===== config.mk =====
export PLATFORM = sky130hd
export DESIGN_NAME = keypad_responder_flat
export DESIGN_NICKNAME = d
export VERILOG_FILES = /design/src/rtl/keypad_responder_if.sv /design/src/rtl/keypad_responder.sv /design/src/flat_wrapper.sv
export SDC_FILE = /design/constraint.sdc
export NUM_CORES = 1
export LEC_CHECK = 0
export CAP_MARGIN = 20
export CORE_AREA = 2 2 88 81
export DETAILED_ROUTE_END_ITERATION = 10
export DIE_AREA = 0 0 90 83
export PLACE_DENSITY = 0.66
export SYNTH_ARGS = -nofsm -noshare
export SYNTH_HDL_FRONTEND = slang
export SYNTH_SLANG_ARGS = --single-unit

===== constraint.sdc =====
create_clock -name CLOCK_50 -period 4 [get_ports CLOCK_50]
set_clock_uncertainty 0.1 [all_clocks]
set_input_delay 0.8 -clock CLOCK_50 [delete_from_list [all_inputs] [get_ports CLOCK_50]]
set_output_delay 0.8 -clock CLOCK_50 [all_outputs]
set_load 0.005 [all_outputs]

===== src/rtl/keypad_responder_if.sv =====
// Signal bundle between a keypad scanner/test driver (master) and the
// keypad_responder matrix emulator (slave).
interface keypad_responder_if;
    logic [2:0]  column;
    logic        press_req;
    logic [3:0]  press_key;
    logic [15:0] hold_cycles;
    logic [2:0]  row;
    logic        busy;
    logic        done;
    logic        err;
    logic [7:0]  press_count;

    modport master (
        output column, press_req, press_key, hold_cycles,
        input  row, busy, done, err, press_count
    );

    modport slave (
        input  column, press_req, press_key, hold_cycles,
        output row, busy, done, err, press_count
    );
endinterface


===== src/rtl/keypad_responder.sv =====
// Emulates one key of a 3x3 matrix keypad being pressed, held and released.
// Define KEYPAD_RESPONDER_BOUNCE_EN to add contact-bounce phases around the hold.
module keypad_responder #(
    parameter int BOUNCE_CYCLES = 16,
    parameter int TOGGLE_DIV    = 4
) (
    input logic                CLOCK_50,
    input logic                reset,
    keypad_responder_if.slave  kp
);

    typedef enum logic [1:0] {IDLE, BOUNCE_IN, HELD, BOUNCE_OUT} state_t;

    localparam logic [15:0] BOUNCE_LAST = 16'((BOUNCE_CYCLES > 1) ? BOUNCE_CYCLES - 1 : 0);
    localparam logic [15:0] TOGGLE_LAST = 16'((TOGGLE_DIV > 1) ? TOGGLE_DIV - 1 : 0);

    state_t      state_q, state_d;
    logic [3:0]  key_q, key_d;
    logic [15:0] hold_q, hold_d;
    logic [15:0] cnt_q, cnt_d;
    logic [15:0] tog_q, tog_d;
    logic        phase_q, phase_d;
    logic        done_q, done_d;
    logic        err_q, err_d;
    logic [7:0]  press_count_q, press_count_d;

    logic [15:0] hold_last;
    logic        contact;
    logic [1:0]  key_row, key_col;
    logic [2:0]  col_mask;
    logic [2:0]  row_v;

    function automatic logic [15:0] sat_inc(input logic [15:0] v);
        return (v == 16'hFFFF) ? v : v + 16'd1;
    endfunction

    // A latched hold of zero still gives one solid-contact clock.
    assign hold_last = (hold_q == 16'd0) ? 16'd0 : hold_q - 16'd1;

    always_comb begin
        state_d       = state_q;
        key_d         = key_q;
        hold_d        = hold_q;
        cnt_d         = sat_inc(cnt_q);
        tog_d         = sat_inc(tog_q);
        phase_d       = phase_q;
        done_d        = 1'b0;
        err_d         = 1'b0;
        press_count_d = press_count_q;

        case (state_q)
            IDLE: begin
                cnt_d   = '0;
                tog_d   = '0;
                phase_d = 1'b0;
                if (kp.press_req) begin
                    if (kp.press_key <= 4'd8) begin
                        key_d  = kp.press_key;
                        hold_d = kp.hold_cycles;
`ifdef KEYPAD_RESPONDER_BOUNCE_EN
                        state_d = BOUNCE_IN;
`else
                        state_d = HELD;
`endif
                    end else begin
                        err_d = 1'b1;
                    end
                end
            end
            BOUNCE_IN, BOUNCE_OUT: begin
                if (tog_q >= TOGGLE_LAST) begin
                    tog_d   = '0;
                    phase_d = ~phase_q;
                end
                if (cnt_q >= BOUNCE_LAST) begin
                    cnt_d   = '0;
                    tog_d   = '0;
                    phase_d = 1'b0;
                    if (state_q == BOUNCE_IN) begin
                        state_d = HELD;
                    end else begin
                        state_d       = IDLE;
                        done_d        = 1'b1;
                        press_count_d = press_count_q + 8'd1;
                    end
                end
            end
            HELD: begin
                if (cnt_q >= hold_last) begin
                    cnt_d   = '0;
                    tog_d   = '0;
                    phase_d = 1'b0;
`ifdef KEYPAD_RESPONDER_BOUNCE_EN
                    state_d = BOUNCE_OUT;
`else
                    state_d       = IDLE;
                    done_d        = 1'b1;
                    press_count_d = press_count_q + 8'd1;
`endif
                end
            end
            default: state_d = IDLE;
        endcase
    end

    always_ff @(posedge CLOCK_50 or negedge reset) begin
        if (!reset) begin
            state_q       <= IDLE;
            key_q         <= '0;
            hold_q        <= '0;
            cnt_q         <= '0;
            tog_q         <= '0;
            phase_q       <= 1'b0;
            done_q        <= 1'b0;
            err_q         <= 1'b0;
            press_count_q <= '0;
        end else begin
            state_q       <= state_d;
            key_q         <= key_d;
            hold_q        <= hold_d;
            cnt_q         <= cnt_d;
            tog_q         <= tog_d;
            phase_q       <= phase_d;
            done_q        <= done_d;
            err_q         <= err_d;
            press_count_q <= press_count_d;
        end
    end

    // Bounce phases start closed; phase flips every TOGGLE_DIV clocks.
    always_comb begin
        case (state_q)
            HELD:                  contact = 1'b1;
            BOUNCE_IN, BOUNCE_OUT: contact = ~phase_q;
            default:               contact = 1'b0;
        endcase
    end

    always_comb begin
        key_row = 2'd0;
        key_col = 2'd0;
        case (key_q)
            4'd0: begin key_row = 2'd0; key_col = 2'd0; end
            4'd1: begin key_row = 2'd0; key_col = 2'd1; end
            4'd2: begin key_row = 2'd0; key_col = 2'd2; end
            4'd3: begin key_row = 2'd1; key_col = 2'd0; end
            4'd4: begin key_row = 2'd1; key_col = 2'd1; end
            4'd5: begin key_row = 2'd1; key_col = 2'd2; end
            4'd6: begin key_row = 2'd2; key_col = 2'd0; end
            4'd7: begin key_row = 2'd2; key_col = 2'd1; end
            4'd8: begin key_row = 2'd2; key_col = 2'd2; end
            default: begin key_row = 2'd0; key_col = 2'd0; end
        endcase
    end

    always_comb begin
        col_mask = 3'b001 << key_col;
        row_v    = 3'b000;
        if (contact && ((kp.column & col_mask) != 3'b000))
            row_v = 3'b001 << key_row;
    end

    assign kp.row         = row_v;
    assign kp.busy        = (state_q != IDLE);
    assign kp.done        = done_q;
    assign kp.err         = err_q;
    assign kp.press_count = press_count_q;

endmodule


===== src/flat_wrapper.sv =====
// flat-port wrapper written by rule: the top's interface ports become plain ports
module keypad_responder_flat 
#(
    parameter int BOUNCE_CYCLES = 16,
    parameter int TOGGLE_DIV    = 4
)
  (CLOCK_50, reset, kp_column, kp_press_req, kp_press_key, kp_hold_cycles, kp_row, kp_busy, kp_done, kp_err, kp_press_count);
  keypad_responder_if kp_i ();
  input logic CLOCK_50;
  input logic reset;
  input wire logic [$bits(kp_i.column)-1:0] kp_column;
  input wire logic [$bits(kp_i.press_req)-1:0] kp_press_req;
  input wire logic [$bits(kp_i.press_key)-1:0] kp_press_key;
  input wire logic [$bits(kp_i.hold_cycles)-1:0] kp_hold_cycles;
  output wire logic [$bits(kp_i.row)-1:0] kp_row;
  output wire logic [$bits(kp_i.busy)-1:0] kp_busy;
  output wire logic [$bits(kp_i.done)-1:0] kp_done;
  output wire logic [$bits(kp_i.err)-1:0] kp_err;
  output wire logic [$bits(kp_i.press_count)-1:0] kp_press_count;
  assign kp_i.column = kp_column;
  assign kp_i.press_req = kp_press_req;
  assign kp_i.press_key = kp_press_key;
  assign kp_i.hold_cycles = kp_hold_cycles;
  assign kp_row = kp_i.row;
  assign kp_busy = kp_i.busy;
  assign kp_done = kp_i.done;
  assign kp_err = kp_i.err;
  assign kp_press_count = kp_i.press_count;
  keypad_responder #(.BOUNCE_CYCLES(BOUNCE_CYCLES), .TOGGLE_DIV(TOGGLE_DIV)) u_core (.CLOCK_50(CLOCK_50), .reset(reset), .kp(kp_i));
endmodule

**After elaboration in Yosys (flattened, before gate mapping)**

Memory sizes are Yosys's and may differ from the RTL's.
Index checks and enable logic that the tools add are counted.
W data, S select, Z words.

- Bits in registers: 65
- Bits in read-only memories: 64
- Input bits: 26
- Output and inout port bits: 14
- Logic and storage cells: 77
- Memories kept: 1

- $add $sub $neg: 4
- Order comparisons: 4
- Equal/unequal tests: 11
- Shifts and indexed selects: 2
- Mux-type cells: 33
- Bitwise logic cells: 2
- Reductions and logical operators: 11

Memories:

| memory | depth | bits a word | read ports | clocked after Yosys merged registers in | write ports | RTL line | source |
|---|---|---|---|---|---|---|---|
| (name not given) | 16 | 4 | 1 | 0 | 0 | keypad_responder.sv:142 | `case (key_q)` |

Operators with widths:

| kind | count |
|---|---|
| $mux W16 | 8 |
| $pmux W16 S3 | 2 |
| $add A16 B1 Y16 const B | 2 |
| $eq A16 B16 Y1 const B | 2 |
| $mux W8 | 3 |
| $ge A16 B16 Y1 | 1 |
| $ge A16 B2 Y1 const B | 1 |
| $ge A16 B4 Y1 const B | 1 |
| $logic_not A16 Y1 | 1 |
| $pmux W8 S2 | 1 |
| $sub A16 B1 Y16 const B | 1 |
| $mux W2 | 5 |
| $mux W1 | 9 |
| $add A8 B1 Y8 const B | 1 |
| $reduce_and A4 Y1 | 2 |
| $ne A2 B1 Y1 const B | 3 |
| $pmux W2 S3 | 1 |
| $shl A1 B2 Y3 const A | 2 |
| $eq A2 B2 Y1 const B | 2 |
| $le A4 B4 Y1 const B | 1 |
| $ne A2 B2 Y1 const B | 2 |
| $pmux W1 S2 | 2 |
| $reduce_bool A2 Y1 | 2 |
| $and A3 B3 Y3 | 1 |
| 11 further kinds | 11 |

**Logic depth before layout (Yosys ltp)**

An unclocked memory read counts as a cell.

- Depth after elaboration: 6
- Gate-level depth with buffers: 14
- Depth with buffers taken out: 13

**Least setup slack after synthesis**

Ideal clock, no wire load.

- Path kind: register to register
- From: register u_core.hold_q[9]
- To: register u_core.press_count_q[1] (netlist: u_core.kp.press_count[1])
- Library setup time: 0.128 ns
- Arrival time: 3.441 ns
- Required time: 3.772 ns
- Path slack: 0.332 ns
- Cell stages (with the launch flop): 14
- Buffers on the path: 0
- Clock period less this slack: 3.668 ns
- Path through: dfrtp_1 -> or4_4 -> nor4_1 -> and2b_1 -> nand4b_1 -> nor3b_1 -> a21oi_1 -> ha_1 -> nand4_1 -> nor2_1 -> a311o_1 -> nor4_4 -> nor2b_2 -> mux2_1

- Longest elaborated chain between the ends: 5
- Elaborated cells on any way between the ends: 6
- Classes of those cells: 1 x add/sub; 1 x order compare; 1 x eq/ne; 1 x mux; 2 x reduce/logical

Ends and longest elaborated chain:

| element | RTL line | source |
|---|---|---|
| start, declared | keypad_responder.sv:19 | `logic [15:0] hold_q, hold_d;` |
| start signal, assigned | keypad_responder.sv:120 | `hold_q <= hold_d;` |
| $sub A16 B1 Y16 or $logic_not A16 Y1 (tied branches) | keypad_responder.sv:38 | `assign hold_last = (hold_q == 16'd0) ? 16'd0 : hold_q - 16'd1;` |
| $mux W16 (*) | keypad_responder.sv:38 |  |
| $ge A16 B16 Y1 (*) | keypad_responder.sv:89 | `if (cnt_q >= hold_last) begin` |
| $ne A2 B1 Y1 (no source line) (*) | - |  |
| $reduce_and A4 Y1 (no source line) (*) | - |  |
| end signal, assigned | keypad_responder.sv:126 | `press_count_q <= press_count_d;` |
| end, declared | keypad_responder.sv:25 | `logic [7:0] press_count_q, press_count_d;` |

Every way passes the cells marked *; elsewhere a longest branch is shown, timed or not.
A chain may end at the register's enable or synchronous reset.

**Final worst setup path**

Same ends and word-level chain as after synthesis.

==> flow_summary.ini <==
[synthesis]
synth_warnings = 0
synth-adder-area-share_pct = 10.5
yosys_register_bits = 47
synthArstFlopShare_pct = 100
synth-simple-area-share_pct = 22.5
synth_compound_area_share_pct = 5.93
syn_inst = 285
yosys.area.top_type_share_pct = 41.0
synth_ff_type = dfrtp_1
synth_top_family_by_area = simple AND/OR/NAND/NOR gates
muxShareOfSynthArea_pct = 9.25
synth_area_leaders = dfrtp_1 (41%), ha_1 (10%), mux2_2 (7.5%)
yosysSeqAreaShare_pct = 41.0
avgSynthCellArea_um2 = 10.1
synthXorXnorAreaFrac_pct = 8.55
yosys.area.top_type = dfrtp_1
netlist_area_um2 = 2870
synth_edf_count = 0
ys_types = 45
syn_nets = 335

[route]
wl_per_cell_um = 13.5
drtIter0Drc = 42
final_antenna_net_count = 0
dr.pass1.iters = 4
drc = 0
avgViaCountPerCell = 5.14
vias = 2153
routed_wl_um = 5640

[hold_path]
min_path_type = reg -> reg
holdPathStages = 1
hold_start = u_core.kp.press_count[7]
hold_path_end = u_core.kp.press_count[7]

[final_layout]
drive_gt1_share_pct = 13.1
nNetsFinal = 378
diodes = 0
layout.cells.most_common = dfrtp_1
final_util_pct = 54.7
syn_to_final_growth_pct = 24.3
mostFrequentLayoutCells = dfrtp_1 (47), clkdlybuf4s50_1 (38), nor2_1 (28), nand2_1 (26)

[sta]
slew_viol_final = 0
hold_slack_ns = 0.375
worstMarginPinSlew_ns = 0.960
fin_crit_sh_pct = 92.4
finalSetupViolCount = 0
fin_crit_ns = 3.70
finalHoldViolCount = 0
fin_tns_setup_ns = 0
max_freq_mhz = 271
slew_headroom_pct = 36.0
grt_setup_unrepaired = false

[clock_tree]
cts_root_buffer = clkbuf_8
htree_levels = 2
path_clk_slew_ns = 0.09
cts_num_sinks = 47
cts_buffers = 5
clock_latency_ns = 0.30
cts_tree = built
clock_path_buffers = 2

[power]
p_total_mw = 2.15
power_leakage_nw = 1.65
p_per_area_nw_per_um2 = 603
ir_worst_vdd_uv = 287

[setup_path]
cp-start-kind = register
crit_arrival_ns = 3.79
r2r-end = u_core.kp.press_count[1]
rrSetupSlack_ns = 0.30
crit_type = reg -> reg
critPathMaxStageDelay_ns = 0.58
required_ns = 4.10
crit_path_max_fanout = 4
r2r-start = u_core.hold_q[9]
slowest_stage = or4_4
cp-end-kind = register
cp_num_buf_inv = 0
crit_chain = or4_4 -> nor4_4 -> and2b_1 -> nand4b_1 -> nor3b_1 -> a21oi_1 -> ha_1 -> nand4_1 -> nor2_1 -> a311o_1 -> nor4_4 -> nor2b_2 -> mux2_1
cp_top_family = simple AND/OR/NAND/NOR gates
crit_top_cell = nor4_4
r2r_cells = 13

[global_routing]
grt_max_degree = 48
grt_remaining_overflow = 0
grt_pass1_wl_um = 9850
grt_pass1_vias = 2179
grt_usage_pct = 15.9
antenna_found_initial = 0

[placed_design]
io_buffers = 39
hpwl_um = 4160
place.gp.congestion = 0.824

[status]
outcome = completed

[die]
ios = 40
chipWidth_um = 90
core_area_um2 = 6520
dieArea_um2 = 7470
rows = 28
start_util_pct = 44.0
die_h_um = 83

[run]
maxCapViolCount = 0
-- timing repair --
item                       CTS  global route
hold buffers                 0             0
gates resized for setup      0             8
buffers inserted             0             0
setup endpoints to repair    0            23
-- metal layers --
metal	up-vias	part of all wire [%]	wire length (um)	track usage [%]
met5	-	0	0	0
met4	0	1.2	70	5.17
met3	5	3.1	177	3.72
met2	34	46	2590	25.8
met1	1025	50	2800	21.1
li1	1089	-	-	-
-- logic make-up after synthesis --
family          Yosys count
simple gates            120
fa+ha+maj                24
flops                    47
buf+inv                  15
mux                      24
xor+xnor                 28
compound gates           27
-- worst max-delay path by stage --
stage                           from                        to  slack, ns  cells after the start
finish              u_core.hold_q[9]  u_core.kp.press_count[1]       0.30                     13
global route        u_core.hold_q[9]  u_core.kp.press_count[5]       0.02                     14
CTS                 u_core.hold_q[3]  u_core.kp.press_count[5]       0.06                     14
detailed placement  u_core.hold_q[3]  u_core.kp.press_count[5]       0.12                     14
global placement    u_core.hold_q[5]  u_core.kp.press_count[5]       0.20                     14
floorplan           u_core.hold_q[9]  u_core.kp.press_count[1]       0.33                     13
-- stage by stage --
stage	setup WS [ns]	instance area, um2	cells
after floorplan	0.332	2870	285
after global placement	0.198	3350	410
after detailed placement	0.116	3350	410
after CTS	0.0645	3490	418
after global routing	0.0220	3570	419
final	0.303	3570	419
-- layout make-up --
| cell class | count | area [um2] |
|---|---|---|
| multi-input cells | 223 | 1680 |
| repair buffers | 43 | 435 |
| clock inverters | 3 | 67.6 |
| flip-flops and latches | 47 | 1180 |
| inverters | 8 | 30.0 |
| clock buffers | 5 | 68.8 |
| fillers | 630 | 2950 |
| well taps | 90 | 113 |
-- power breakdown --
group	total (mW)	internal [mW]	switching [mW]	leakage (nW)
Combinational	0.921	0.471	0.450	0.980
Sequential	0.813	0.612	0.201	0.608
Clock	0.415	0.249	0.166	0.0644
Total	2.15	1.33	0.817	1.65
-- sequential cells by signal, summed over array words and instances (netlist names) --
signal,count
u_core.key_q,4
u_core.kp.done,1
u_core.hold_q,16
u_core.kp.press_count,8
u_core.cnt_q,16
u_core.state_q,1
u_core.kp.err,1
-- worst register-to-register path: cells and delay by family (launching register included) --
kind / cells / cell delay, ns
AO/OA/AOI/OAI: 2 / 0.50
multiplexers: 1 / 0.32
flip-flops: 1 / 0.42
AND/OR/NAND/NOR: 9 / 2.01
adder cells (fa/ha/maj): 1 / 0.26
-- cell usage after synthesis (2+ instances only) --
cell      count
a211oi_1      3
a21o_1        2
a21oi_1      11
a31oi_1       3
and2_1        3
and3_1        4
and4_1        3
clkbuf_1      4
dfrtp_1      47
ha_1         24
inv_1         8
mux2_2       19
mux2i_1       4
nand2_1      26
nand2b_1      6
nand3_1      10
nand3b_1      3
nand4_1      11
nor2_1       28
nor2b_1       3
nor3_1        8
nor4_1        4
o21ai_0       3
xnor2_1       4
xor2_1       24
(Power assumes the default switching activity.)
